**config.mk**
```make
export PLATFORM = sky130hd
export DESIGN_NAME = otbn_rf_base_wb_queue
export DESIGN_NICKNAME = d
export VERILOG_FILES = /design/src/rtl/otbn_rf_base_wb_queue.sv
export SDC_FILE = /design/constraint.sdc
export NUM_CORES = 1
export LEC_CHECK = 0
export ABC_AREA = 1
export CORE_MARGIN = 2
export CORE_UTILIZATION = 53
export CTS_CLUSTER_SIZE = 14
export DETAILED_ROUTE_END_ITERATION = 10
export PLACE_DENSITY = 0.88
export SYNTH_ARGS = -nofsm -noshare
export SYNTH_HDL_FRONTEND = slang
export SYNTH_SLANG_ARGS = --single-unit
```
**constraint.sdc**
```tcl
create_clock -name clk_i -period 4.2 [get_ports clk_i]
set_clock_uncertainty 0.15 [all_clocks]
set_input_delay 0.84 -clock clk_i [delete_from_list [all_inputs] [get_ports clk_i]]
set_output_delay 0.84 -clock clk_i [all_outputs]
set_load 0.01 [all_outputs]
```
**src/rtl/otbn_rf_base_wb_queue.sv**
```systemverilog
`default_nettype none
// ============================================================================
// Module      : otbn_rf_base_wb_queue
// Description : In-order write-back queue in front of the 32b GPR write port.
//               Merges ALU results (no integrity) and LSU loads (39b
//               integrity), holds them across controller stalls and flags
//               read-after-write hazards on two GPR read addresses.
// Revision    : 1.0 - initial release
// ============================================================================
module otbn_rf_base_wb_queue #(
    parameter int QUEUE_DEPTH     = 2,
    parameter int BASE_INTG_WIDTH = 39
) (
    input  logic                       clk_i,
    input  logic                       rst_i,
    input  logic                       flush_i,

    input  logic                       alu_valid_i,
    output logic                       alu_ready_o,
    input  logic [4:0]                 alu_addr_i,
    input  logic [31:0]                alu_data_i,

    input  logic                       lsu_valid_i,
    output logic                       lsu_ready_o,
    input  logic [4:0]                 lsu_addr_i,
    input  logic [BASE_INTG_WIDTH-1:0] lsu_data_intg_i,

    output logic [4:0]                 rf_wr_addr_o,
    output logic                       rf_wr_en_o,
    output logic [31:0]                rf_wr_data_no_intg_o,
    output logic [BASE_INTG_WIDTH-1:0] rf_wr_data_intg_o,
    output logic                       rf_wr_data_intg_sel_o,
    output logic                       rf_wr_commit_o,
    input  logic                       rf_wr_stall_i,

    input  logic [4:0]                 hz_addr_a_i,
    input  logic [4:0]                 hz_addr_b_i,
    output logic                       hz_a_o,
    output logic                       hz_b_o,

    output logic                       empty_o,
    output logic                       full_o
);

    localparam int PTR_W = (QUEUE_DEPTH > 1) ? $clog2(QUEUE_DEPTH) : 1;
    localparam int CNT_W = $clog2(QUEUE_DEPTH + 1);
    localparam logic [CNT_W-1:0] C_DEPTH = CNT_W'(QUEUE_DEPTH);

    // Entry storage and queue bookkeeping
    logic [4:0]                 addr_q [QUEUE_DEPTH];
    logic [4:0]                 addr_d [QUEUE_DEPTH];
    logic                       sel_q  [QUEUE_DEPTH];
    logic                       sel_d  [QUEUE_DEPTH];
    logic [BASE_INTG_WIDTH-1:0] data_q [QUEUE_DEPTH];
    logic [BASE_INTG_WIDTH-1:0] data_d [QUEUE_DEPTH];
    logic [PTR_W-1:0]           rptr_q, rptr_d;
    logic [PTR_W-1:0]           wptr_q, wptr_d;
    logic [CNT_W-1:0]           count_q, count_d;

    logic [CNT_W-1:0]           w_free;
    logic [CNT_W-1:0]           w_alu_need;
    logic                       w_empty;
    logic                       w_full;
    logic                       w_push_lsu;
    logic                       w_push_alu;
    logic                       w_pop;
    logic [PTR_W-1:0]           w_alu_wptr;

    assign w_free     = C_DEPTH - count_q;
    assign w_alu_need = CNT_W'(1) + CNT_W'(lsu_valid_i);
    assign w_empty    = (count_q == '0);
    assign w_full     = (count_q == C_DEPTH);

    // Readiness depends only on registered occupancy: no pop-through.
    assign lsu_ready_o = ~rst_i & ~flush_i & (w_free >= CNT_W'(1));
    assign alu_ready_o = ~rst_i & ~flush_i & (w_free >= w_alu_need);

    assign w_push_lsu = lsu_valid_i & lsu_ready_o;
    assign w_push_alu = alu_valid_i & alu_ready_o;

    assign rf_wr_en_o     = ~w_empty & ~flush_i & ~rst_i;
    assign rf_wr_commit_o = rf_wr_en_o & ~rf_wr_stall_i;
    assign w_pop          = rf_wr_commit_o;

    // LSU entry is the older one when both arrive together.
    assign w_alu_wptr = wptr_q + PTR_W'(w_push_lsu);

    always_comb begin
        for (int i = 0; i < QUEUE_DEPTH; i++) begin
            addr_d[i] = addr_q[i];
            sel_d[i]  = sel_q[i];
            data_d[i] = data_q[i];
        end
        if (w_push_lsu) begin
            addr_d[wptr_q] = lsu_addr_i;
            sel_d[wptr_q]  = 1'b1;
            data_d[wptr_q] = lsu_data_intg_i;
        end
        if (w_push_alu) begin
            addr_d[w_alu_wptr] = alu_addr_i;
            sel_d[w_alu_wptr]  = 1'b0;
            data_d[w_alu_wptr] = {{(BASE_INTG_WIDTH-32){1'b0}}, alu_data_i};
        end
    end

    always_comb begin
        rptr_d  = rptr_q;
        wptr_d  = wptr_q;
        count_d = count_q;
        if (flush_i) begin
            rptr_d  = '0;
            wptr_d  = '0;
            count_d = '0;
        end else begin
            wptr_d  = wptr_q + PTR_W'(w_push_lsu) + PTR_W'(w_push_alu);
            rptr_d  = rptr_q + PTR_W'(w_pop);
            count_d = count_q + CNT_W'(w_push_lsu) + CNT_W'(w_push_alu)
                      - CNT_W'(w_pop);
        end
    end

    always_ff @(posedge clk_i) begin
        if (rst_i) begin
            rptr_q  <= '0;
            wptr_q  <= '0;
            count_q <= '0;
            for (int i = 0; i < QUEUE_DEPTH; i++) begin
                addr_q[i] <= '0;
                sel_q[i]  <= 1'b0;
                data_q[i] <= '0;
            end
        end else begin
            rptr_q  <= rptr_d;
            wptr_q  <= wptr_d;
            count_q <= count_d;
            for (int i = 0; i < QUEUE_DEPTH; i++) begin
                addr_q[i] <= addr_d[i];
                sel_q[i]  <= sel_d[i];
                data_q[i] <= data_d[i];
            end
        end
    end

    // Head is read straight from storage, so writes appear one cycle after accept.
    assign rf_wr_addr_o          = addr_q[rptr_q];
    assign rf_wr_data_intg_sel_o = sel_q[rptr_q];
    assign rf_wr_data_intg_o     = data_q[rptr_q];
    assign rf_wr_data_no_intg_o  = data_q[rptr_q][31:0];

    assign empty_o = w_empty;
    assign full_o  = w_full;

    // Hazard scan walks the live window starting at the read pointer; x0 never flags.
    always_comb begin
        logic [PTR_W-1:0] idx;
        hz_a_o = 1'b0;
        hz_b_o = 1'b0;
        idx    = '0;
        for (int i = 0; i < QUEUE_DEPTH; i++) begin
            idx = rptr_q + PTR_W'(i);
            if (CNT_W'(i) < count_q) begin
                if ((addr_q[idx] == hz_addr_a_i) && (hz_addr_a_i != 5'd0)) begin
                    hz_a_o = 1'b1;
                end
                if ((addr_q[idx] == hz_addr_b_i) && (hz_addr_b_i != 5'd0)) begin
                    hz_b_o = 1'b1;
                end
            end
        end
    end

    a_count_range : assert property (@(posedge clk_i) count_q <= C_DEPTH);
    a_no_push_full : assert property (@(posedge clk_i) disable iff (rst_i)
        w_full |-> !(w_push_lsu || w_push_alu));
    a_no_en_empty : assert property (@(posedge clk_i) w_empty |-> !rf_wr_en_o);

endmodule
`default_nettype wire

```
# Word level (Yosys, flattened, before mapping)

Memories as Yosys holds them, arrays and structs flattened. A register that Yosys moved wholly into a read port is not among the register bits.
Cells that the tools add are included.

Memories: 3
Logic and storage cells: 103
Output and inout bits: 85
Bits of input ports: 97
ROM bits: 0
Bits in latches: 0
Flip-flop bits (word level): 4
RAM bits: 90

Memories:

| memory | depth | width | rd ports | clocked after memory_dff | wr ports | line | RTL |
|---|---|---|---|---|---|---|---|
| data_q | 2     | 39    | 3        | 1                        | 2        | 54   | `logic [BASE_INTG_WIDTH-1:0] data_q [QUEUE_DEPTH];` |
| addr_q | 2     | 5     | 4        | 1                        | 2        | 50   | `logic [4:0] addr_q [QUEUE_DEPTH];` |
| sel_q  | 2     | 1     | 3        | 1                        | 2        | 52   | `logic sel_q [QUEUE_DEPTH];` |

Shift-type cells: 0
Bitwise operators: 23
Muxes and demuxes: 42
$add $sub $neg: 9
Eq/ne operators: 5
Reductions and logical operators: 10
Div/mod/pow operators: 0
Multiply operators: 0
$lt $le $gt $ge: 8

Operator list:

| operator              | number |
|---|---|
| $bwmux W78            | 2 |
| $mux W39              | 4 |
| $mux W78              | 2 |
| $demux W39 S1         | 2 |
| $bwmux W10            | 2 |
| $eq A5 B5 Y1          | 4 |
| $mux W10              | 2 |
| $mux W5               | 4 |
| $mux W1               | 18 |
| $demux W5 S1          | 2 |
| $reduce_bool A5 Y1    | 2 |
| $and A1 B1 Y1         | 8 |
| $logic_and A1 B1 Y1   | 6 |
| $or A1 B1 Y1          | 6 |
| $add A2 B1 Y2         | 2 |
| $ge A2 B2 Y1 const B  | 2 |
| $lt A1 B2 Y1 const A  | 2 |
| $lt A2 B1 Y1 const B  | 2 |
| $mux W2               | 2 |
| $not A1 Y1            | 4 |
| $not A1 Y2            | 2 |
| $add A1 B1 Y1         | 3 |
| $add A1 B1 Y2 const A | 1 |
| $and A2 B2 Y2         | 1 |
| other kinds (11)      | 12 |

# Longest topological paths before layout

Gate-level depths: netlist of the first run.

Depth in word-level cells: 14
Gate-level depth with buffers: 14

# Least setup slack after synthesis of the first run

Ideal clock, no wire load.

Path kind: in2reg
From: input port rst_i
To: register count_q[1]
Data required time: 3933 ps
Path slack: 1458 ps
Path buffers: 1
Setup time: 117 ps
Arrival time: 2475 ps
Stages on the path: 10
Cells stage by stage: inv_2 nand2_4 nor2_8 nand2_2 clkbuf_1 ha_1 fa_1 xnor2_1 xnor2_1 nor2_1

Longest elaborated chain between the ends: 7
Elaborated cells between the ends (all ways): 12
Classes of those cells: 3 x add/sub; 8 x bitwise; 1 x reduce/logical

RTL lines:

| element                     | line | RTL |
|---|---|---|
| start: declaration          | 15   | `input logic rst_i,` |
| $not A1 Y1                  | 75   | `assign lsu_ready_o = ~rst_i & ~flush_i & (w_free >= CNT_W'(1));` |
| $and A1 B1 Y1 (2 in series) | 75   |  |
| via lsu_ready_o             | 24   | `output logic lsu_ready_o,` |
| $and A1 B1 Y1               | 78   | `assign w_push_lsu = lsu_valid_i & lsu_ready_o;` |
| $add A2 B1 Y2 (2 in series) | 117  | `count_d = count_q + CNT_W'(w_push_lsu) + CNT_W'(w_push_alu)` |
| $sub A2 B1 Y2               | 118  | `- CNT_W'(w_pop);` |
| end signal: assignment      | 135  | `count_q <= count_d;` |
| end: declaration            | 58   | `logic [CNT_W-1:0] count_q, count_d;` |

The timed path passes the listed nets, and every way through them passes these cells.
A chain may end at the register's enable or synchronous reset.

# Final worst setup path of the first run

From: input port lsu_valid_i
To: output port alu_ready_o

Longest elaborated chain between the ends: 3

RTL lines:

| element            | line | RTL |
|---|---|---|
| start: declaration | 23   | `input logic lsu_valid_i,` |
| $add A1 B1 Y2      | 70   | `assign w_alu_need = CNT_W'(1) + CNT_W'(lsu_valid_i);` |
| $ge A2 B2 Y1       | 76   | `assign alu_ready_o = ~rst_i & ~flush_i & (w_free >= w_alu_need);` |
| $and A1 B1 Y1      | 76   |  |
| end: declaration   | 19   | `output logic alu_ready_o,` |

No other way between the ends.

==> impl_metrics.ini, run 1 <==
[synth]
synth_ff_type = dfxtp_1
synth_top_area_cell = dfxtp_1
synthAdderAreaFrac = 0.0130
synth-simple-area-share = 0.469
ys_seq_elements = 94
yosysUniqueCellTypes = 26
synthMuxAreaShare = 0
synthXorXnorAreaFrac = 0.00275
yosysSeqAreaShare = 0.295
synth_top_family_by_area = simple AND/OR/NAND/NOR gates
synthArstFlopShare = 0
syn_avg_cell_area_sq_um = 5.64
syn_nets = 1233
synth-compound-area-share = 0.0723
netlist_instances = 1130
synth_top_area_share = 0.295
synthTopCellsByArea = dfxtp_1 (30%), nand2_1 (24%), nor2_1 (14%)
netlist_area_sq_um = 6370
synth-edff-count = 0
yosysWarnings = 0

[drt]
num_vias = 7049
dr.pass1.iters = 7
wl_mm = 17.6
drcViolationCount = 0
avgViaCountPerCell = 5.07
routedWlPerCell_um = 12.7
first_iter_violations = 626
antenna_left = 0

[cts]
path_clk_slew_ns = 0.07
clk_latency_ns = 0.33
h-tree-depth = 3
cts_buffers = 9
cts_resized = 0
clock_path_buffers = 2
cts-root-buf = clkbuf_16
clock-sinks = 94
cts_tree = built
post_cts_buffers = 0
cts_hold_buffers = 0

[place]
hpwl_mm = 11.6
portBuffers = 181
finalWeightedCongestion = 0.882

[floorplan]
start_util = 0.537
rows = 40
num_io_pins = 182
fp.dieH_um = 114
core_sq_um = 11900
die_w_um = 114
die-area_sq_um = 12900

[sta]
finalMaxSlewViolations = 0
tightest_slew_ns = 0.804
fin_tns_setup_ns = 0
max_freq_mhz = 269
hold-worst-slack_ns = 0.304
finalHoldViolCount = 0
finalCriticalPeriod_ns = 3.71
rsz0062_at_grt = false
slew_headroom = 0.464
final-setup-viol-count = 0
timing.final.crit_share = 0.884

[global_route]
grt_use_met3 = 0.0372
antenna_found_initial = 0
grt_overflow_total = 0
grt_use_total = 0.270
busiest_layer = met2
grt_pass1_wl_mm = 28.8
met1_usage = 0.364
grt_pass1_vias = 6155
grt_start_max_net_pins = 77
use_met2 = 0.455

[run_status]
status = finished clean

[setup_path]
start_kind = primary input
path_max_fanout = 4
crit_type = in2out
r2r_setup_slack_ns = 1.25
worstReg2RegStart = count_q[1]
worst-endpoint-arrival_ns = 2.72
ff2ff_path_depth = 9
required_ns = 3.21
rr_endpoint = data_q[0][16]
end_kind = primary output

[power]
power_density_nw_per_um2 = 284
p_leak_uw = 0.00402
ir_drop_v = 0.000213

[layout]
drive_gt1_frac = 0.0370
antenna_cells = 0
nets = 1342
synthToLayoutAreaGrowth_pct = 29.5

[worst_hold_path]
hold_depth = 2
min-delay-path-class = reg2reg
worstHoldEndpoint = sel_q[0]
min_from = sel_q[0]

[job]
cap_violations = 0
[area by class of cell]
type / count / area, sq um
Clock buffer: 9 / 225
Clock inverter: 7 / 88.8
Fill cell: 1065 / 3610
Inverter: 112 / 423
Multi-Input combinational cell: 831 / 3560
Sequential cell: 94 / 1880
Tap cell: 147 / 184
Timing Repair Buffer: 191 / 1890
[Yosys cell counts, types with 5 or more instances]
master	number
nand2_1	402
nor2_1	231
inv_1	106
dfxtp_1	94
nand3_1	68
o21ai_0	59
buf_4	35
clkbuf_1	30
a21oi_1	21
nand3b_1	21
buf_2	19
a21boi_0	8
buf_1	7
ha_1	5
inv_2	5
[metrics by stage]
step / cells / worst slack (ns) / power, uW / area [sq um] / util
after floorplan: 1130 / 1.46 / 1260 / 6370 / -
after global placement: 1375 / 0.531 / 1470 / 7930 / 0.669
after detailed placement: 1375 / 0.501 / 1480 / 7930 / 0.669
after CTS: 1391 / 0.480 / 2350 / 8250 / 0.695
after global routing: 1391 / 0.362 / 2450 / 8250 / 0.695
final: 1391 / 0.485 / 2340 / 8250 / 0.695
[worst max-delay path: stages]
cell and delay [ns]:
clkdlybuf4s50_1 0.58, inv_1 0.10, ha_1 0.30, nand2_1 0.05, nand3b_1 0.08, nand2_1 0.10, inv_1 0.12, clkdlybuf4s50_1 0.55
[placed cells by master (no fill, tap or decap), drive strengths merged, types with 2 or more instances in the layout]
cell           instances
a21boi                 8
a21oi                 21
buf                   10
bufinv                 2
clkbuf                 9
clkdlybuf4s50        181
clkinv                 5
dfxtp                 94
ha                     5
inv                  112
nand2                408
nand3                 69
nand3b                21
nor2                 233
nor3                   2
o21ai                 59
or2                    2
xnor2                  2
[cell families after synthesis]
family / after synthesis
AO/OA/AOI/OAI: 88
flip-flops: 94
buffers and inverters: 205
AND/OR/NAND/NOR: 735
adder cells (fa/ha/maj): 6
XOR/XNOR: 2
[flip-flops by register name, summed over array words and instances (netlist names)]
signal   flops
wptr_q       1
count_q      2
addr_q      10
rptr_q       1
data_q      78
sel_q        2
[report_power, final]
part | internal, uW | switching [uW] | total (uW)
Combinational | 256 | 259 | 515
Sequential | 929 | 24.6 | 954
Clock | 519 | 353 | 871
Total | 1700 | 636 | 2340
[layer usage]
metal	up-vias	share of wire
li1	3608	-
met1	3115	0.44
met2	304	0.47
met3	22	0.077
met4	0	0.013
met5	-	0
[how the worst max path moves through the flow]
stage | to | start | slack, ns | depth (start not counted)
finish | alu_ready_o | lsu_valid_i | 0.49 | 8
global route | alu_ready_o | lsu_valid_i | 0.36 | 8
CTS | alu_ready_o | lsu_valid_i | 0.48 | 8
detailed placement | alu_ready_o | lsu_valid_i | 0.50 | 8
global placement | alu_ready_o | lsu_valid_i | 0.53 | 8
floorplan | count_q[1] | rst_i | 1.46 | 10
No activity file was read; power rests on OpenSTA's default activity.
==> inputs of run 2 (changes only) <==
--- a/config.mk
+++ b/config.mk
@@ -5,12 +5,12 @@
 export SDC_FILE = /design/constraint.sdc
 export NUM_CORES = 1
 export LEC_CHECK = 0
-export ABC_AREA = 1
+export CORE_ASPECT_RATIO = 1.5
 export CORE_MARGIN = 2
-export CORE_UTILIZATION = 53
+export CORE_UTILIZATION = 50
 export CTS_CLUSTER_SIZE = 14
 export DETAILED_ROUTE_END_ITERATION = 10
-export PLACE_DENSITY = 0.88
+export PLACE_DENSITY = 0.86
 export SYNTH_ARGS = -nofsm -noshare
 export SYNTH_HDL_FRONTEND = slang
 export SYNTH_SLANG_ARGS = --single-unit
==> run 2 against run 1 <==
  * Critical path depth shrank 2
  * Die area decreased by 10%
  * Largest power group unchanged
  * Critical endpoint is now hz_a_o
  * Highest routed layer unchanged
  * Final area down 12%
  * Sequential power barely moved
==> impl_metrics.ini, run 2 <==
[layout]
top_register = data_q
fillers = 818
synthToLayoutAreaGrowth_pct = 36.3
largest_reg_flops = 78
largestRegisters = data_q: 78 flops, addr_q: 10 flops
final_common_cell = clkdlybuf4s50_1
antenna_cells = 0
nets = 794
final_cell_mix = clkdlybuf4s50_1 (180), dfxtp_1 (93), nor2_1 (86), mux2i_1 (84), a211oi_1 (45)
drive_gt1_frac = 0.141
fin_cells = 840

[synth]
synthAdderAreaFrac = 0.0154
synth_top_family_by_area = multiplexers
synthXorXnorAreaFrac = 0.0377
ys_seq_elements = 94
netlist_instances = 567
synthMuxAreaShare = 0.241
synth-edff-count = 0
syn_nets = 670
yosysUniqueCellTypes = 29
synth_top_area_cell = dfxtp_1
yosysWarnings = 0
synthTopCellsByArea = dfxtp_1 (35%), mux2i_1 (16%), mux2_2 (8.4%)
synth_top_area_share = 0.352
synth.most_common_cell = dfxtp_1
synth-simple-area-share = 0.107
synth_common_cells = dfxtp_1 (94), nor2_1 (86), mux2i_1 (84)
synthArstFlopShare = 0
yosysSeqAreaShare = 0.352
synth-compound-area-share = 0.153
syn_avg_cell_area_sq_um = 9.43
netlist_area_sq_um = 5350
synth_ff_type = dfxtp_1

[sta]
finalMaxSlewViolations = 0
final-setup-viol-count = 0
fin_tns_setup_ns = 0
finalHoldViolCount = 0
slew_headroom = 0.328
tightest_slew_ns = 1.01
rsz0062_at_grt = false
finalCriticalPeriod_ns = 3.99
max_freq_mhz = 250
setup_ws_ns = 0.206
timing.final.crit_share = 0.951

[drt]
wl_mm = 14.6
routedWlPerCell_um = 17.4
avgViaCountPerCell = 5.54
first_iter_violations = 165
antenna_left = 0
num_vias = 4650
dr.pass1.iters = 4
drcViolationCount = 0

[setup_path]
worstReg2RegStart = count_q[1]
cp_slowest_cell = dfxtp_2
path_max_fanout = 17
end_kind = primary output
worstPathCellList = mux2i_1 -> xor2_1 -> nand4_1 -> or4_1 -> o41ai_1 -> clkdlybuf4s50_1
cp_slowest_stage_delay_ns = 0.62
crit_type = reg2out
crit_family = simple AND/OR/NAND/NOR gates
r2r_setup_slack_ns = 1.38
required_ns = 3.21
worst-endpoint-arrival_ns = 3.00
crit_end = hz_a_o
cp.depth = 6
critPathBufInv = 1
setup.worst_path.start = rptr_q
ff2ff_path_depth = 9
start_kind = register
rr_endpoint = data_q[0][22]

[cts]
h-tree-depth = 3
clock-sinks = 94
cts_buffers = 9
clk_latency_ns = 0.33
path_clk_slew_ns = 0.06
cts_resized = 0
cts_hold_buffers = 0
clock_path_buffers = 2
post_cts_buffers = 0
cts_tree = built
cts-root-buf = clkbuf_16

[power]
power_density_nw_per_um2 = 304
ir_drop_v = 0.000217
total_power_uw = 2210
p_leak_uw = 0.00279

[place]
placed_cells = 824
hpwl_mm = 10.5
place_ws_ns = 0.345
finalWeightedCongestion = 0.807
portBuffers = 181

[floorplan]
fp.dieH_um = 131
core_sq_um = 10500
die-area_sq_um = 11600
die_w_um = 88.5
rows = 46
start_util = 0.511
num_io_pins = 182

[global_route]
grt_pass1_vias = 4967
antenna_found_initial = 0
grt_start_max_net_pins = 78
grt_overflow_total = 0
grt_use_total = 0.253
grt_pass1_wl_mm = 23.0

[job]
cap_violations = 0

[run_status]
status = finished clean

[worst_hold_path]
min-delay-path-class = reg2reg
## run 2: changes by cell type after synthesis, sizes merged, moves of 9 or more
cell,previous run,this run
a211oi,0,74
nand2,408,30
buf,63,54
inv,112,10
xor2,0,16
o21ai,59,1
nand3,69,2
nor2,233,86
mux2,0,40
nand3b,21,0
mux2i,0,84
## run 2: layout make-up
type / count / area (sq um) / area share
clock buffer: 11 / 243 / 0.0333
multi-input combinational: 386 / 2970 / 0.408
inverter: 10 / 37.5 / 0.00515
sequential: 94 / 1880 / 0.258
timing repair buffer: 190 / 1910 / 0.263
clock inverter: 5 / 58.8 / 0.00807
tap: 144 / 180 / 0.0247
## run 2: metrics by stage
| step | hold WS, ns | area, sq um | utilization |
|---|---|---|---|
| 6_report | 0.309 | 7290 | 0.696 |
| 5_1_grt | 0.334 | 7290 | 0.696 |
| 4_1_cts | 0.309 | 7290 | 0.696 |
| 3_5_place_dp | 0.299 | 6990 | 0.667 |
| 3_3_place_gp | 0.289 | 6990 | 0.667 |
| 2_1_floorplan | 0.283 | 5350 | - |
## run 2: logic make-up (layout without fill, tap and decap cells)
family | count (synthesis) | after routing
AOI/OAI and AO/OA | 95 | 95
adders and majority gates | 6 | 6
and+or+nand+nor | 138 | 138
DFF | 94 | 94
muxes | 124 | 124
xor gates and xnor gates | 23 | 23
buffers and inverters | 87 | 216
## run 2: how the worst min path moves through the flow
stage	from	endpoint	slack (ns)	cells after the start
after floorplan	data_q[1][32]	data_q[1][32]	0.28	2
after global placement	data_q[1][35]	data_q[1][35]	0.29	2
after detailed placement	data_q[0][32]	data_q[0][32]	0.30	2
after CTS	data_q[0][32]	data_q[0][32]	0.31	2
after global routing	data_q[0][33]	data_q[0][33]	0.33	2
final	data_q[1][35]	data_q[1][35]	0.31	2
## run 2: layer usage
metal / wire length, um / vias to the layer above / track usage
li1: - / 2217 / -
met1: 5370 / 2229 / 0.262
met2: 7860 / 157 / 0.466
met3: 716 / 47 / 0.0521
met4: 692 / 0 / 0.137
met5: 0 / - / 0
## run 2: where the power goes
part	total, uW	leakage, uW	switching, uW	internal (uW)
logic	442	0.00188	193	249
registers	957	0.000764	23.1	934
clock network	816	0.000142	338	478
total	2210	0.00279	554	1660
## run 2: worst min-delay path: stages, from the launching register on
cell	delay, ns
dfxtp_1	0.31
nand2_1	0.05
a21oi_1	0.05
